[src/rtl/samplerz_sched_if.sv]
// Host/sampler handshake bundle for samplerz_sched: batch request, sampler
// task strobes and status. The scheduler takes the slave side.
interface samplerz_sched_if #(
  parameter int ADDR_W = 10,
  parameter int LEN_W  = 10
);
  logic              batch_start;
  logic [LEN_W-1:0]  batch_len;
  logic [ADDR_W-1:0] base_addr;
  logic              abort;
  logic              busy;
  logic              batch_done;
  logic              op_start;
  logic [ADDR_W-1:0] op_addr;
  logic              op_done;
  logic [LEN_W-1:0]  sample_cnt;
  logic              timeout_err;

  modport master (
    output batch_start, batch_len, base_addr, abort, op_done,
    input  busy, batch_done, op_start, op_addr, sample_cnt, timeout_err
  );

  modport slave (
    input  batch_start, batch_len, base_addr, abort, op_done,
    output busy, batch_done, op_start, op_addr, sample_cnt, timeout_err
  );
endinterface

[src/rtl/samplerz_sched.sv]
// Batch scheduler: issues one sampler op per sample at base_addr+index.
// Optional WAIT-state watchdog compiled in with SAMPLERZ_SCHED_WDOG_EN.
module samplerz_sched #(
  parameter int ADDR_W      = 10,
  parameter int LEN_W       = 10,
  parameter int WDOG_CYCLES = 1024
) (
  input  logic            clk,
  input  logic            rst_n,
  samplerz_sched_if.slave bus
);
  typedef enum logic [1:0] {IDLE, ISSUE, WAIT, FIN} state_t;

  state_t            state, state_nxt;
  logic [ADDR_W-1:0] base_q;
  logic [LEN_W-1:0]  len_q;
  logic [LEN_W-1:0]  cnt_q;
  logic [LEN_W-1:0]  cnt_nxt;
  logic              accept;
  logic              done_ok;

  if (WDOG_CYCLES < 2) begin : g_bad_wdog
    $error("WDOG_CYCLES must be at least 2");
  end

  assign accept  = (state == IDLE) && bus.batch_start;
  // abort outranks a coincident op_done, so the count never advances on it
  assign done_ok = (state == WAIT) && bus.op_done && !bus.abort;
  assign cnt_nxt = cnt_q + 1'b1;

`ifdef SAMPLERZ_SCHED_WDOG_EN
  localparam int WD_W = $clog2(WDOG_CYCLES) + 1;
  logic [WD_W-1:0] wdog_q;
  logic            wdog_hit;
  logic            terr_q;

  assign wdog_hit = (state == WAIT) && (wdog_q == WD_W'(WDOG_CYCLES - 1));

  // counter restarts every ISSUE, so it is zero on the first WAIT cycle
  always_ff @(posedge clk or negedge rst_n) begin
    if (!rst_n) begin
      wdog_q <= '0;
      terr_q <= 1'b0;
    end else begin
      if (state == ISSUE)     wdog_q <= '0;
      else if (state == WAIT) wdog_q <= wdog_q + 1'b1;
      if (accept)                                      terr_q <= 1'b0;
      else if (wdog_hit && !bus.op_done && !bus.abort) terr_q <= 1'b1;
    end
  end

  assign bus.timeout_err = terr_q;
`else
  assign bus.timeout_err = 1'b0;
`endif

  always_ff @(posedge clk or negedge rst_n) begin
    if (!rst_n) state <= IDLE;
    else        state <= state_nxt;
  end

  always_comb begin
    state_nxt = state;
    case (state)
      IDLE:  if (bus.batch_start) state_nxt = (bus.batch_len == '0) ? FIN : ISSUE;
      ISSUE: state_nxt = bus.abort ? IDLE : WAIT;
      WAIT: begin
        if (bus.abort)        state_nxt = IDLE;
        else if (bus.op_done) state_nxt = (cnt_nxt == len_q) ? FIN : ISSUE;
`ifdef SAMPLERZ_SCHED_WDOG_EN
        else if (wdog_hit)    state_nxt = IDLE;
`endif
      end
      FIN:   state_nxt = IDLE;
      default: state_nxt = IDLE;
    endcase
  end

  always_ff @(posedge clk or negedge rst_n) begin
    if (!rst_n) begin
      base_q <= '0;
      len_q  <= '0;
      cnt_q  <= '0;
    end else if (accept) begin
      base_q <= bus.base_addr;
      len_q  <= bus.batch_len;
      cnt_q  <= '0;
    end else if (done_ok) begin
      cnt_q  <= cnt_nxt;
    end
  end

  // completed-sample count doubles as the index of the sample being issued
  assign bus.op_addr    = base_q + ADDR_W'(cnt_q);
  assign bus.sample_cnt = cnt_q;
  assign bus.busy       = (state != IDLE);
  assign bus.op_start   = (state == ISSUE);
  assign bus.batch_done = (state == FIN);
endmodule

[src/flat_wrapper.sv]
// flat-port wrapper written by rule: the top's interface ports become plain ports
module samplerz_sched_flat 
#(
  parameter int ADDR_W      = 10,
  parameter int LEN_W       = 10,
  parameter int WDOG_CYCLES = 1024
)
  (clk, rst_n, bus_batch_start, bus_batch_len, bus_base_addr, bus_abort, bus_op_done, bus_busy, bus_batch_done, bus_op_start, bus_op_addr, bus_sample_cnt, bus_timeout_err);
  samplerz_sched_if #(.ADDR_W(ADDR_W), .LEN_W(LEN_W)) bus_i ();
  input  logic clk;
  input  logic rst_n;
  input wire logic [$bits(bus_i.batch_start)-1:0] bus_batch_start;
  input wire logic [$bits(bus_i.batch_len)-1:0] bus_batch_len;
  input wire logic [$bits(bus_i.base_addr)-1:0] bus_base_addr;
  input wire logic [$bits(bus_i.abort)-1:0] bus_abort;
  input wire logic [$bits(bus_i.op_done)-1:0] bus_op_done;
  output wire logic [$bits(bus_i.busy)-1:0] bus_busy;
  output wire logic [$bits(bus_i.batch_done)-1:0] bus_batch_done;
  output wire logic [$bits(bus_i.op_start)-1:0] bus_op_start;
  output wire logic [$bits(bus_i.op_addr)-1:0] bus_op_addr;
  output wire logic [$bits(bus_i.sample_cnt)-1:0] bus_sample_cnt;
  output wire logic [$bits(bus_i.timeout_err)-1:0] bus_timeout_err;
  assign bus_i.batch_start = bus_batch_start;
  assign bus_i.batch_len = bus_batch_len;
  assign bus_i.base_addr = bus_base_addr;
  assign bus_i.abort = bus_abort;
  assign bus_i.op_done = bus_op_done;
  assign bus_busy = bus_i.busy;
  assign bus_batch_done = bus_i.batch_done;
  assign bus_op_start = bus_i.op_start;
  assign bus_op_addr = bus_i.op_addr;
  assign bus_sample_cnt = bus_i.sample_cnt;
  assign bus_timeout_err = bus_i.timeout_err;
  samplerz_sched #(.ADDR_W(ADDR_W), .LEN_W(LEN_W), .WDOG_CYCLES(WDOG_CYCLES)) u_core (.clk(clk), .rst_n(rst_n), .bus(bus_i));
endmodule
[config.mk]
export PLATFORM = sky130hd
export DESIGN_NAME = samplerz_sched_flat
export DESIGN_NICKNAME = d
export VERILOG_FILES = /design/src/rtl/samplerz_sched_if.sv /design/src/rtl/samplerz_sched.sv /design/src/flat_wrapper.sv
export SDC_FILE = /design/constraint.sdc
export NUM_CORES = 1
export LEC_CHECK = 0
export CORE_ASPECT_RATIO = 0.9
export CORE_MARGIN = 1
export CORE_UTILIZATION = 50
export CTS_CLUSTER_SIZE = 28
export DETAILED_ROUTE_END_ITERATION = 8
export HOLD_SLACK_MARGIN = 0.12
export PLACE_DENSITY = 0.83
export SLEW_MARGIN = 20
export SYNTH_ARGS = -nofsm -noshare
export SYNTH_HDL_FRONTEND = slang
export SYNTH_SLANG_ARGS = --single-unit
[constraint.sdc]
create_clock -name clk -period 3 [get_ports clk]
set_clock_uncertainty 0.2 [all_clocks]
set_input_delay 0.6 -clock clk [delete_from_list [all_inputs] [get_ports clk]]
set_output_delay 0.6 -clock clk [all_outputs]
set_load 0.01 [all_outputs]
# Word level (Yosys, flattened, before mapping)
# Index checks and enable logic that the tools add are counted.
# totals
regBits	32
in_bits	25
out_inout_bits	24
# classes
n_addsub	2
eq_ne	6
muxes	9
n_reduce_logical	9
# op_table
cell	count
2-to-1 mux 10 bit	2
2-to-1 mux 2 bit	6
adder 10 x 1 -> 10 bit, second input constant	1
adder 10 bit	1
== test 10 bit	1
zero test 10 bit	1
one-hot mux 2 bit (4 select lines)	1
== test 2 bit, second input constant	2
nonzero test 2 bit	2
logical AND 1 bit	3
inequality test 3 bit, second input constant	1
== test 2 x 1 -> 1 bit, second input constant	1
zero test 2 bit	1
inequality test 2 bit, second input constant	1
AND reduction 2 bit	1
zero test 1 bit	1

# Longest topological paths before layout
# depth
depth_word	6
mapped_depth	9
mapped_depth_nobuf	9

# Worst setup path before layout
# No wires, ideal clock.
# synth_timing
kind	register to output
start	reg u_core.cnt_q[0] (netlist: u_core.bus.sample_cnt[0])
end	out bus_op_addr[8]
arrival_ns	1.934
required_ns	2.200
slack_ns	0.266
path_stages_with_launch	10
n_path_buf	0
cell_sequence	dfrtp_1 > ha_1 > inv_1 > fa_1 > nor2b_1 > o21ai_1 > a21boi_1 > o21a_1 > o41ai_1 > xnor2_1
# synth_via
elab_chain_len	1
# synth_rtl
item	line_no	source
start, declared	samplerz_sched.sv:17	logic [LEN_W-1:0] cnt_q;
start signal, assigned	samplerz_sched.sv:89	cnt_q <= cnt_nxt;
adder 10 bit	samplerz_sched.sv:94	assign bus.op_addr = base_q + ADDR_W'(cnt_q);
end, declared	flat_wrapper.sv:20	output wire logic [$bits(bus_i.op_addr)-1:0] bus_op_addr;
# Every way passes these cells.

# Final worst setup path
# layout_timing
start	reg u_core.base_q[0]
end	out bus_op_addr[8]
# layout_via
elab_chain_len	1
# layout_rtl
item	line_no	source
start, declared	samplerz_sched.sv:15	logic [ADDR_W-1:0] base_q;
start signal, assigned	samplerz_sched.sv:85	base_q <= bus.base_addr;
adder 10 bit	samplerz_sched.sv:94	
# Every way passes these cells.

==> results.md <==
- Final min period: 3008 ps
- Clock Latency Late Sink: 280 ps
- Max capacitance violation total: 0
- Pin count of the biggest net entering global routing: 33
- Syn Nets: 240
- Most frequent cells in the layout: 39 x clkdlybuf4s50_1, 32 x dfrtp_1, 21 x buf_4
- ANT nets after route: 0
- Buffers on Ports: 47
- Initial Utilization: 0.5344
- Synthesized instance count: 204
- Layout Area Growth over Synthesis: 37.81%
- Final instance area: 2786 um2
- Final period util: 1.003
- Final worst-path setup slack: -8.154 ps
- Routed vias: approximately 1800
- Clock transition at path regs: roughly 60 ps
- Top cells by area, synth: dfrtp_1 40%, ha_1 6.2%, mux2_1 5.6%
- Setup_tns: -8.154 ps
- GRT Total Usage: 0.2441
- DRT Pass-1 Iters: 5
- Slowest cell delay on critical path: 380 ps
- Register bit total from synthesis: 32
- CP Launch Type: flop
- Sequential Area: 800.8 um2
- Hpwl dp: approximately 3.4 mm
- Final net count: 309
- Drt wl/cell: 14.57 um
- Max Slew Vio Count: 0
- Cell Area, Placed: 2655 um2
- CTS Hold Buffers Added: 0
- RePlAce Congestion: 0.9073
- CP max-delay cell: dfrtp_1
- Post-synth top area cell: dfrtp_1
- Critical Path AT: 2210 ps
- Seq/Total Area, Yosys: 0.3960
- Multi-input logic area: ~1200 um2
- Core area: 3784 um2
- Die area: approximately 4300 um2
- Via density: ~5.5
- Placement Rows: 21
- Power Density: 751.6 nW/um2
- Crit. End Element: output port
- Post-synth ARST share: 1.000
- Die extent in y: roughly 62 um
- Final hold vios: 0
- Die X: between 60 and 70 um
- Peak VDD IR: 0.0005024 V
- Share of layout cells above drive strength 1: 0.2080
- Ports: between 40 and 50
- RSZ-0062 raised after global routing: yes
- Post-synth EDFFs: 0
- Final Setup Violations: 1
- Fmax achieved: 332.4 MHz
- Initial DRC count: around 100
- Leakage: between 1 and 1.5 nW
- FILL cells: 289
- Util after Layout: 0.7364
- Critical path class: flop to output port
- CTS Buf Count: 5
- CTS sink count: 32
- WL final: 4.663 mm
- Ys Warns: 0
- Failing checks: setup timing
- CP Max Fanout: 2
- Avg Inst Size Synth: 9.911 um2
- Req. time, crit path: 2200 ps
- Diodes inserted: 0
- Root buffer cell: clkbuf_8
- CTS tree: built
- Crit path cell chain: ha_2 -> inv_2 -> fa_2 -> nor2b_1 -> o21ai_1 -> a21boi_1 -> o21a_1 -> o41ai_2 -> xnor2_1 -> buf_2
- Yosys cell types: 48
- Commonest non-fill, non-tap cell in the layout: clkdlybuf4s50_1
- Status: finished, violations left
- H-Tree Depth: 2
- Initial antenna violation count: 0
- Synth top area share: 0.3960
- Total Power: 0.002094 W
- Clk buf depth: 2
- Gr ovfl total: 0
- Main synth FF type: dfrtp_1
- Vias in the first global route: 1786
- DRC: 0
- First-pass GRT wire length: 8.245 mm
- Post-Syn Area: 2022 um2
- Worst hold slack: 291.0 ps
- Min-delay worst type: flop to flop
## cell type report
cell class | count | area share
multi-input combinational | 157 | 0.4270
tap | 46 | 0.02066
timing repair buffer | 68 | 0.2205
sequential | 32 | 0.2874
clock buffer | 8 | 0.03233
inverter | 9 | 0.01212
## where the power goes
group | switching [W] | internal (W) | leakage [nW]
clock | 0.000151 | 0.000187 | 0.0455
combinational | 0.000474 | 0.000565 | 0.776
sequential | 0.000127 | 0.000590 | 0.399
total | 0.000752 | 0.00134 | 1.22
## registers in the layout, summed over array words and instances, names as in the netlist
signal                 flops
u_core.bus.sample_cnt     10
u_core.base_q             10
u_core.len_q              10
u_core.state               2
## worst max-delay path: cells and delay by family (launching register included)
family          cells  cell delay, ps
fa+ha+maj           2             400
xor+xnor            1             170
compound gates      4             720
buf+inv             2             200
simple gates        1              50
flops               1             380
## stage by stage
stage          setup WS [ps]  instances
2_1_floorplan          265.8        204
3_3_place_gp          -165.9        309
3_5_place_dp          -235.4        309
4_1_cts               -130.4        317
5_1_grt               -148.5        320
6_report              -8.154        320
## cell families (layout without fill, tap and decap cells)
group	after synthesis	count (layout)	synth area share
XOR/XNOR	22	22	0.09901
flip-flops	32	32	0.3960
multiplexers	19	19	0.1058
AND/OR/NAND/NOR	60	60	0.1566
other	1	1	0.001855
AO/OA/AOI/OAI	44	44	0.1374
buffers and inverters	15	85	0.03156
adder cells (fa/ha/maj)	11	11	0.07178
## worst paths after layout
path                                          start                  endpoint  slack [ps]  depth (start not counted)
min in group asynchronous                     rst_n           u_core.len_q[7]         520                          2
setup / recovery                   u_core.base_q[0]            bus_op_addr[8]          -8                         10
max in group asynchronous                     rst_n  u_core.bus.sample_cnt[0]        1790                          2
hold / removal                     u_core.base_q[7]          u_core.base_q[7]         290                          1
setup reg to reg           u_core.bus.sample_cnt[0]           u_core.state[1]         690                          8
hold reg to reg                    u_core.base_q[7]          u_core.base_q[7]         290                          1
## metal layers
metal / vias to the layer above / track usage / routed length [um]
li1: 859 / - / -
met1: 839 / 0.3200 / 2136
met2: 50 / 0.4005 / 2278
met3: 7 / 0.04545 / 194
met4: 0 / 0.09439 / 53
met5: - / 0 / 0
## synth_stat cells (2+ instances only)
library cell / count
nand4_1: 2
a21oi_1: 6
o41ai_1: 2
o21ai_1: 4
xnor2_1: 12
o21ai_0: 18
nor2_1: 16
nor4_1: 3
inv_1: 8
nor3_1: 2
buf_2: 3
mux2_1: 10
o31ai_1: 3
nor3b_1: 2
nand3_1: 3
ha_1: 10
and2_1: 4
xor2_1: 9
nand2_1: 15
mux2_2: 9
clkbuf_1: 2
nand2b_1: 2
dfrtp_1: 32
nor2b_1: 3
## what timing repair did
item                       CTS  global route
setup buffers                0             3
setup endpoints to repair    6             5
pin swaps                    6             8
gates resized for setup     21             5
Note: power is estimated with default switching activity, not from simulation.
